File: src/rtl/divider_32bu.sv
// divider_32bu: 32-bit unsigned restoring shift-subtract divider.
// One capture edge plus 32 RUN edges per division; q/r/divByZero are
// registered and change only when a division completes.
// Optional build macro DIVIDER_32BU_DIV0_EN: a zero divisor skips RUN,
// loads q=all-ones, r=a, raises divByZero and goes straight to DONE.
module divider_32bu (
    input  logic        clk,
    input  logic        rst,
    input  logic        start,
    input  logic [31:0] a,
    input  logic [31:0] b,
    output logic [31:0] q,
    output logic [31:0] r,
    output logic        finish,
    output logic        divByZero
);

    localparam int unsigned W  = 32;
    localparam int unsigned CW = 6;

    localparam logic [1:0] IDLE = 2'd0;
    localparam logic [1:0] RUN  = 2'd1;
    localparam logic [1:0] DONE = 2'd2;

    logic [1:0]    state;
    logic [1:0]    state_next;
    logic [CW-1:0] cnt;
    logic [W:0]    rem;
    logic [W-1:0]  quo;
    logic [W-1:0]  dvs;

    logic          accept_c;
    logic          fast_c;
    logic          last_c;
    logic [W:0]    rem_sh_c;
    logic [W:0]    diff_c;
    logic [W:0]    rem_nx_c;
    logic [W-1:0]  quo_nx_c;

    // State register
    always_ff @(posedge clk or negedge rst) begin
        if (!rst) state <= IDLE;
        else      state <= state_next;
    end

    // Next-state logic; start is honoured only outside RUN
    always_comb begin
        state_next = state;
        accept_c   = 1'b0;
        fast_c     = 1'b0;
        last_c     = (cnt == CW'(W - 1));
        case (state)
            IDLE, DONE: begin
                if (start) begin
                    accept_c = 1'b1;
`ifdef DIVIDER_32BU_DIV0_EN
                    fast_c = (b == '0);
`else
                    fast_c = 1'b0;
`endif
                    state_next = fast_c ? DONE : RUN;
                end
            end
            RUN: begin
                if (last_c) state_next = DONE;
            end
            default: state_next = IDLE;
        endcase
    end

    // One restoring step: shift, trial-subtract, keep result if non-negative
    always_comb begin
        rem_sh_c = {rem[W-1:0], quo[W-1]};
        diff_c   = rem_sh_c - {1'b0, dvs};
        rem_nx_c = diff_c[W] ? rem_sh_c : diff_c;
        quo_nx_c = {quo[W-2:0], ~diff_c[W]};
    end

    // Datapath and registered results
    always_ff @(posedge clk or negedge rst) begin
        if (!rst) begin
            cnt       <= '0;
            rem       <= '0;
            quo       <= '0;
            dvs       <= '0;
            q         <= '0;
            r         <= '0;
            finish    <= 1'b0;
            divByZero <= 1'b0;
        end else begin
            finish <= (state_next == DONE);
            if (accept_c) begin
                dvs <= b;
                rem <= '0;
                quo <= a;
                cnt <= '0;
                if (fast_c) begin
                    q         <= '1;
                    r         <= a;
                    divByZero <= 1'b1;
                end
            end else if (state == RUN) begin
                rem <= rem_nx_c;
                quo <= quo_nx_c;
                cnt <= cnt + CW'(1);
                if (last_c) begin
                    q         <= quo_nx_c;
                    r         <= rem_nx_c[W-1:0];
                    divByZero <= 1'b0;
                end
            end
        end
    end

endmodule

File: config.mk
export PLATFORM = sky130hd
export DESIGN_NAME = divider_32bu
export DESIGN_NICKNAME = d
export VERILOG_FILES = /design/src/rtl/divider_32bu.sv
export SDC_FILE = /design/constraint.sdc
export NUM_CORES = 1
export LEC_CHECK = 0
export BUFFER_PORTS_ARGS = -buffer_cell sky130_fd_sc_hd__buf_2
export CAP_MARGIN = 20
export CORE_MARGIN = 3
export CORE_UTILIZATION = 45
export CTS_CLUSTER_DIAMETER = 80
export DETAILED_ROUTE_END_ITERATION = 6
export PLACE_DENSITY = 0.7
export SLEW_MARGIN = 40
export SYNTH_ARGS = -nofsm -noshare
export SYNTH_HDL_FRONTEND = slang
export SYNTH_SLANG_ARGS = --single-unit
File: constraint.sdc
create_clock -name clk -period 4.7 [get_ports clk]
set_clock_uncertainty 0.2 [all_clocks]
set_input_delay 0.705 -clock clk [delete_from_list [all_inputs] [get_ports clk]]
set_output_delay 0.705 -clock clk [all_outputs]
set_load 0.1 [all_outputs]
# Yosys cells after proc, flatten, opt, wreduce, memory -nomap -nowiden
# Index checks and enable logic that the tools add are counted.
[word_totals]
ff_bits = 170
inputBits = 67
out_inout_bits = 66
wordCells = 42
[classes]
add_sub_neg = 2
eq_ne = 4
mux = 21
n_bitwise = 2
reduce_logical = 4
[op_table]
columns = ["op", "n"]
rows = [
  ["32-bit 2-to-1 mux", 11],
  ["33-bit by 32-bit subtractor with 33-bit output", 1],
  ["6-bit 2-to-1 mux", 2],
  ["6-bit by 1-bit adder with 6-bit output, second input constant", 1],
  ["6-bit by 5-bit == test with 1-bit output, second input constant", 1],
  ["1-bit 2-to-1 mux", 5],
  ["2-bit == test, second input constant", 2],
  ["2-bit 2-to-1 mux", 2],
  ["2-bit one-hot mux with 2 select lines", 1],
  ["3-bit AND reduction", 1],
  ["2-bit by 1-bit == test with 1-bit output, second input constant", 1],
  ["2-bit logical NOT", 1],
  ["1-bit NOT", 2],
  ["2-bit nonzero test", 1],
  ["2-bit OR reduction", 1],
]

# Longest topological paths before layout
[depth]
depth_word = 5
mapped_depth = 14
mapped_depth_nobuf = 12

# Worst setup path before layout
# Ideal clock, no wire load.
[synth_timing]
path_kind = "register to register"
startpoint = "register quo[31]"
endpoint = "register rem[12]"
setup_time_ns = 0.132
arrival_time_ns = 2.968
t_required_ns = 4.368
slack_ns = 1.400
stages_incl_launch_ff = 15
path_buffers = 2
synth_period_minus_slack_ns = 3.300
path_cell_list = "dfrtp_1 -> inv_1 -> ha_1 -> inv_1 -> fa_1 -> a211o_1 -> a2111o_1 -> a211oi_2 -> nor2_1 -> a21oi_1 -> xnor2_1 -> buf_6 -> buf_6 -> mux2i_1 -> o21ai_1"
[synth_between]
elab_chain_len = 4
[synth_rtl]
columns = ["item", "line_no", "rtl"]
rows = [
  ["from (decl)", "29", "logic [W-1:0] quo;"],
  ["from (signal assigned)", "104", "quo <= quo_nx_c;"],
  ["33-bit by 32-bit subtractor with 33-bit output", "74", "diff_c = rem_sh_c - {1'b0, dvs};"],
  ["32-bit 2-to-1 mux", "75", "rem_nx_c = diff_c[W] ? rem_sh_c : diff_c;"],
  ["32-bit 2-to-1 mux", "102", "end else if (state == RUN) begin"],
  ["32-bit 2-to-1 mux", "92", "if (accept_c) begin"],
  ["to (signal assigned)", "103", "rem <= rem_nx_c;"],
  ["to (decl)", "28", "logic [W:0] rem;"],
]
# No other way between the ends. The select of a mux whose other input is x is not followed.
# A chain may end at the register's enable or synchronous reset.

# Final worst setup path
[layout_timing]
startpoint = "register quo[31]"
endpoint = "register r[17]"
[layout_between]
elab_chain_len = 5
[layout_rtl]
columns = ["item", "line_no", "rtl"]
rows = [
  ["33-bit by 32-bit subtractor with 33-bit output", "74", ""],
  ["32-bit 2-to-1 mux", "75", ""],
  ["32-bit 2-to-1 mux", "106", "if (last_c) begin"],
  ["32-bit 2-to-1 mux", "102", ""],
  ["32-bit 2-to-1 mux", "92", ""],
  ["to (signal assigned)", "108", "r <= rem_nx_c[W-1:0];"],
  ["to (decl)", "13", "output logic [31:0] r,"],
]
# No other way between the ends. The select of a mux whose other input is x is not followed.

==> metrics.cfg <==
[run_status]
outcome = complete, no violations

[floorplanning]
initial_utilization_pct = 46.7
die_area_sq_um = 20800
fp.dieH_um = 144
die_w_um = 144
core_sq_um = 18400
rows = 49
design.portCount = 133

[cts]
htreeDepth = 4
clock_path_buffers = 2
root_buffer = clkbuf_16
cts.sinks = 169
cts.clk_slew.worst_paths_ns = 0.07
cts_resized = 0
numCtsBuffers = 17
cts_tree = yes
clk_latency_ns = 0.43

[timing]
slew_viol_final = 0
finalSetupViolCount = 0
finalSetupTns_ns = 0
worstMarginPinSlew_ns = 0.730
fmax_ghz = 0.256
hold_viol_final = 0
layout_min_cycle_time_ns = 3.91
period_share_pct = 83.1
slew-limit-headroom_pct = 51.3
grt_setup_unrepaired = false

[min_path]
hold_class = register to register
whs_path_depth = 2
min_to = q[26]
holdCritStartpoint = q[26]

[synth]
synth_most_common_cell = nand2_1
synth_area_sq_um = 8600
synth-edff-count = 0
netlist.area_leader.share_pct = 49.2
ys_seq_area_share_pct = 49.2
synth_area_leader_cell = dfrtp_1
ys_types = 60
synth_fp_nets = 1072
avgSynthCellArea_sq_um = 8.85
synth_flop_cell = dfrtp_1
ys_seq_elements = 169
synth_warnings = 0
yosys-top-cells-area = dfrtp_1 49%, nand2_1 12%, ha_1 4.8%
syn_inst = 971
yosys-top-cells-count = 286 x nand2_1, 169 x dfrtp_1, 77 x o21ai_0
async_flop_share_pct = 100

[drt]
drt_first_iter_violations = 497
drcViolationCount = 0
avgRoutedWirePerCell_um = 15.8
routed_via_density = 5.44
vias = 7194
ant_nets = 0
wl_um = 21000
firstDrtPassIters = 5

[setup_path]
crit_path_end_kind = register
rr_endpoint = r[17]
setup.worst_path.start_class = register
cp_data_required_time_ns = 4.81
r2r_start = quo[31]
cp.arrival_ns = 4.02
r2r_cells = 13
crit_type = register to register
ff2ff_setup_slack_ns = 0.79
worst-path-max-fanout = 20

[place]
routabilityCongestion = 0.927
dp_hpwl_um = 15000
portBuffers = 131
placed_cell_area_sq_um = 9550

[final_layout]
nNetsFinal = 1182
regArea_sq_um = 4230
area_growth_pct = 18.4
layout-drive-gt1-share_pct = 16.8
n_antenna_cell = 0
multi_input_area_sq_um = 4050
finalInstanceArea_sq_um = 10200
fillers = 1648

[global_routing]
grt_max_degree = 106
grt_usage_pct = 20.9
overflow = 0
grt_pass1_vias = 7034
grt_pass1_wl_um = 35200
antenna_found_initial = 2

[flow_run]
cap_viol_max_count = 0

-- critical path: stages (launching register included) --
cell and delay, ns:
dfrtp_1 0.36, inv_1 0.09, ha_1 0.17, inv_1 0.05
fa_1 0.41, a211o_1 0.31, a2111o_1 0.44, a211oi_2 0.24
nor2_1 0.13, a21oi_1 0.33, xnor2_4 0.34, buf_4 0.35
mux2i_1 0.28, o21ai_1 0.09
-- registers in the layout (all words and copies together), names as in the netlist --
register / flops
q: 32
r: 32
finish: 1
quo: 32
cnt: 6
rem: 32
dvs: 32
state: 2
-- layout make-up --
type	count	area share, %
well taps	229	2.82
clock buffers	18	4.32
inverters	38	1.40
multi-input cells	710	39.8
flip-flops and latches	169	41.6
clock inverters	14	1.44
repair buffers	145	8.67
-- logic make-up after synthesis --
| group | share of synthesized area (%) |
|---|---|
| compound gates | 17.7 |
| xor+xnor | 2.75 |
| fa+ha+maj | 5.04 |
| buf+inv | 4.34 |
| flops | 49.2 |
| mux | 3.32 |
| other cells | 0.0436 |
| simple gates | 17.6 |
-- routing by layer --
metal  global-route usage, %  vias up  wire length, um
met4                    4.71        4              278
li1                        -     3548                -
met5                       0        -               27
met1                    29.2     3430             9930
met3                    5.36       27             1170
met2                    33.2      185             9560
-- timing repair --
| item | 4_1_cts | 5_1_grt |
|---|---|---|
| setup endpoints to repair | 0 | 0 |
| endpoints found under the hold margin | 0 | 26 |
| hold buffers | 0 | 1 |
| buffers inserted | 0 | 0 |
-- cells in the final DEF (no fill, tap or decap), types with 3 or more instances in the layout --
| master | netlist | layout |
|---|---|---|
| and3_1 | 4 | 4 |
| a2bb2oi_1 | 3 | 3 |
| inv_6 | 0 | 3 |
| nand2b_1 | 7 | 7 |
| buf_4 | 1 | 6 |
| inv_8 | 0 | 5 |
| xnor2_1 | 15 | 14 |
| a211oi_1 | 5 | 5 |
| mux2i_1 | 27 | 27 |
| clkbuf_16 | 0 | 17 |
| o21a_1 | 3 | 3 |
| buf_2 | 1 | 130 |
| nand2_1 | 286 | 286 |
| buf_16 | 0 | 4 |
| nand3b_1 | 3 | 3 |
| a21o_1 | 5 | 5 |
| and2_1 | 4 | 4 |
| o21ai_1 | 44 | 44 |
| a31oi_1 | 7 | 7 |
| nand4_1 | 8 | 8 |
| inv_1 | 38 | 38 |
| dfrtp_1 | 169 | 169 |
| xor2_1 | 12 | 12 |
| nor2_1 | 26 | 25 |
| a21oi_1 | 41 | 41 |
| o211ai_1 | 8 | 8 |
| o21ai_0 | 77 | 77 |
| a22oi_1 | 31 | 31 |
| nor3_1 | 8 | 8 |
| clkinv_4 | 0 | 3 |
| ha_1 | 33 | 33 |
| nand3_1 | 11 | 10 |
| a221oi_1 | 3 | 3 |
-- through the flow --
step,worst slack [ns],std cells,hold slack (ns),utilization (%)
final,0.792,1323,0.271,55.3
after floorplan,1.40,971,0.209,-
after global routing,0.515,1323,0.275,55.3
after global placement,0.832,1285,0.255,51.3
after detailed placement,0.812,1289,0.257,51.9
after CTS,0.797,1321,0.150,55.1
-- worst max path at each step --
stage / startpoint / endpoint / slack (ns) / depth (start not counted)
finish: quo[31] / r[17] / 0.79 / 13
global route: quo[31] / rem[18] / 0.51 / 13
CTS: quo[31] / r[17] / 0.80 / 13
detailed placement: quo[31] / rem[18] / 0.81 / 13
global placement: quo[31] / r[7] / 0.83 / 13
floorplan: quo[31] / rem[12] / 1.40 / 14
Power is left out: the tool's default activity adds up to more than one toggle a clock period on the data nets, which glitch-free logic cannot reach.
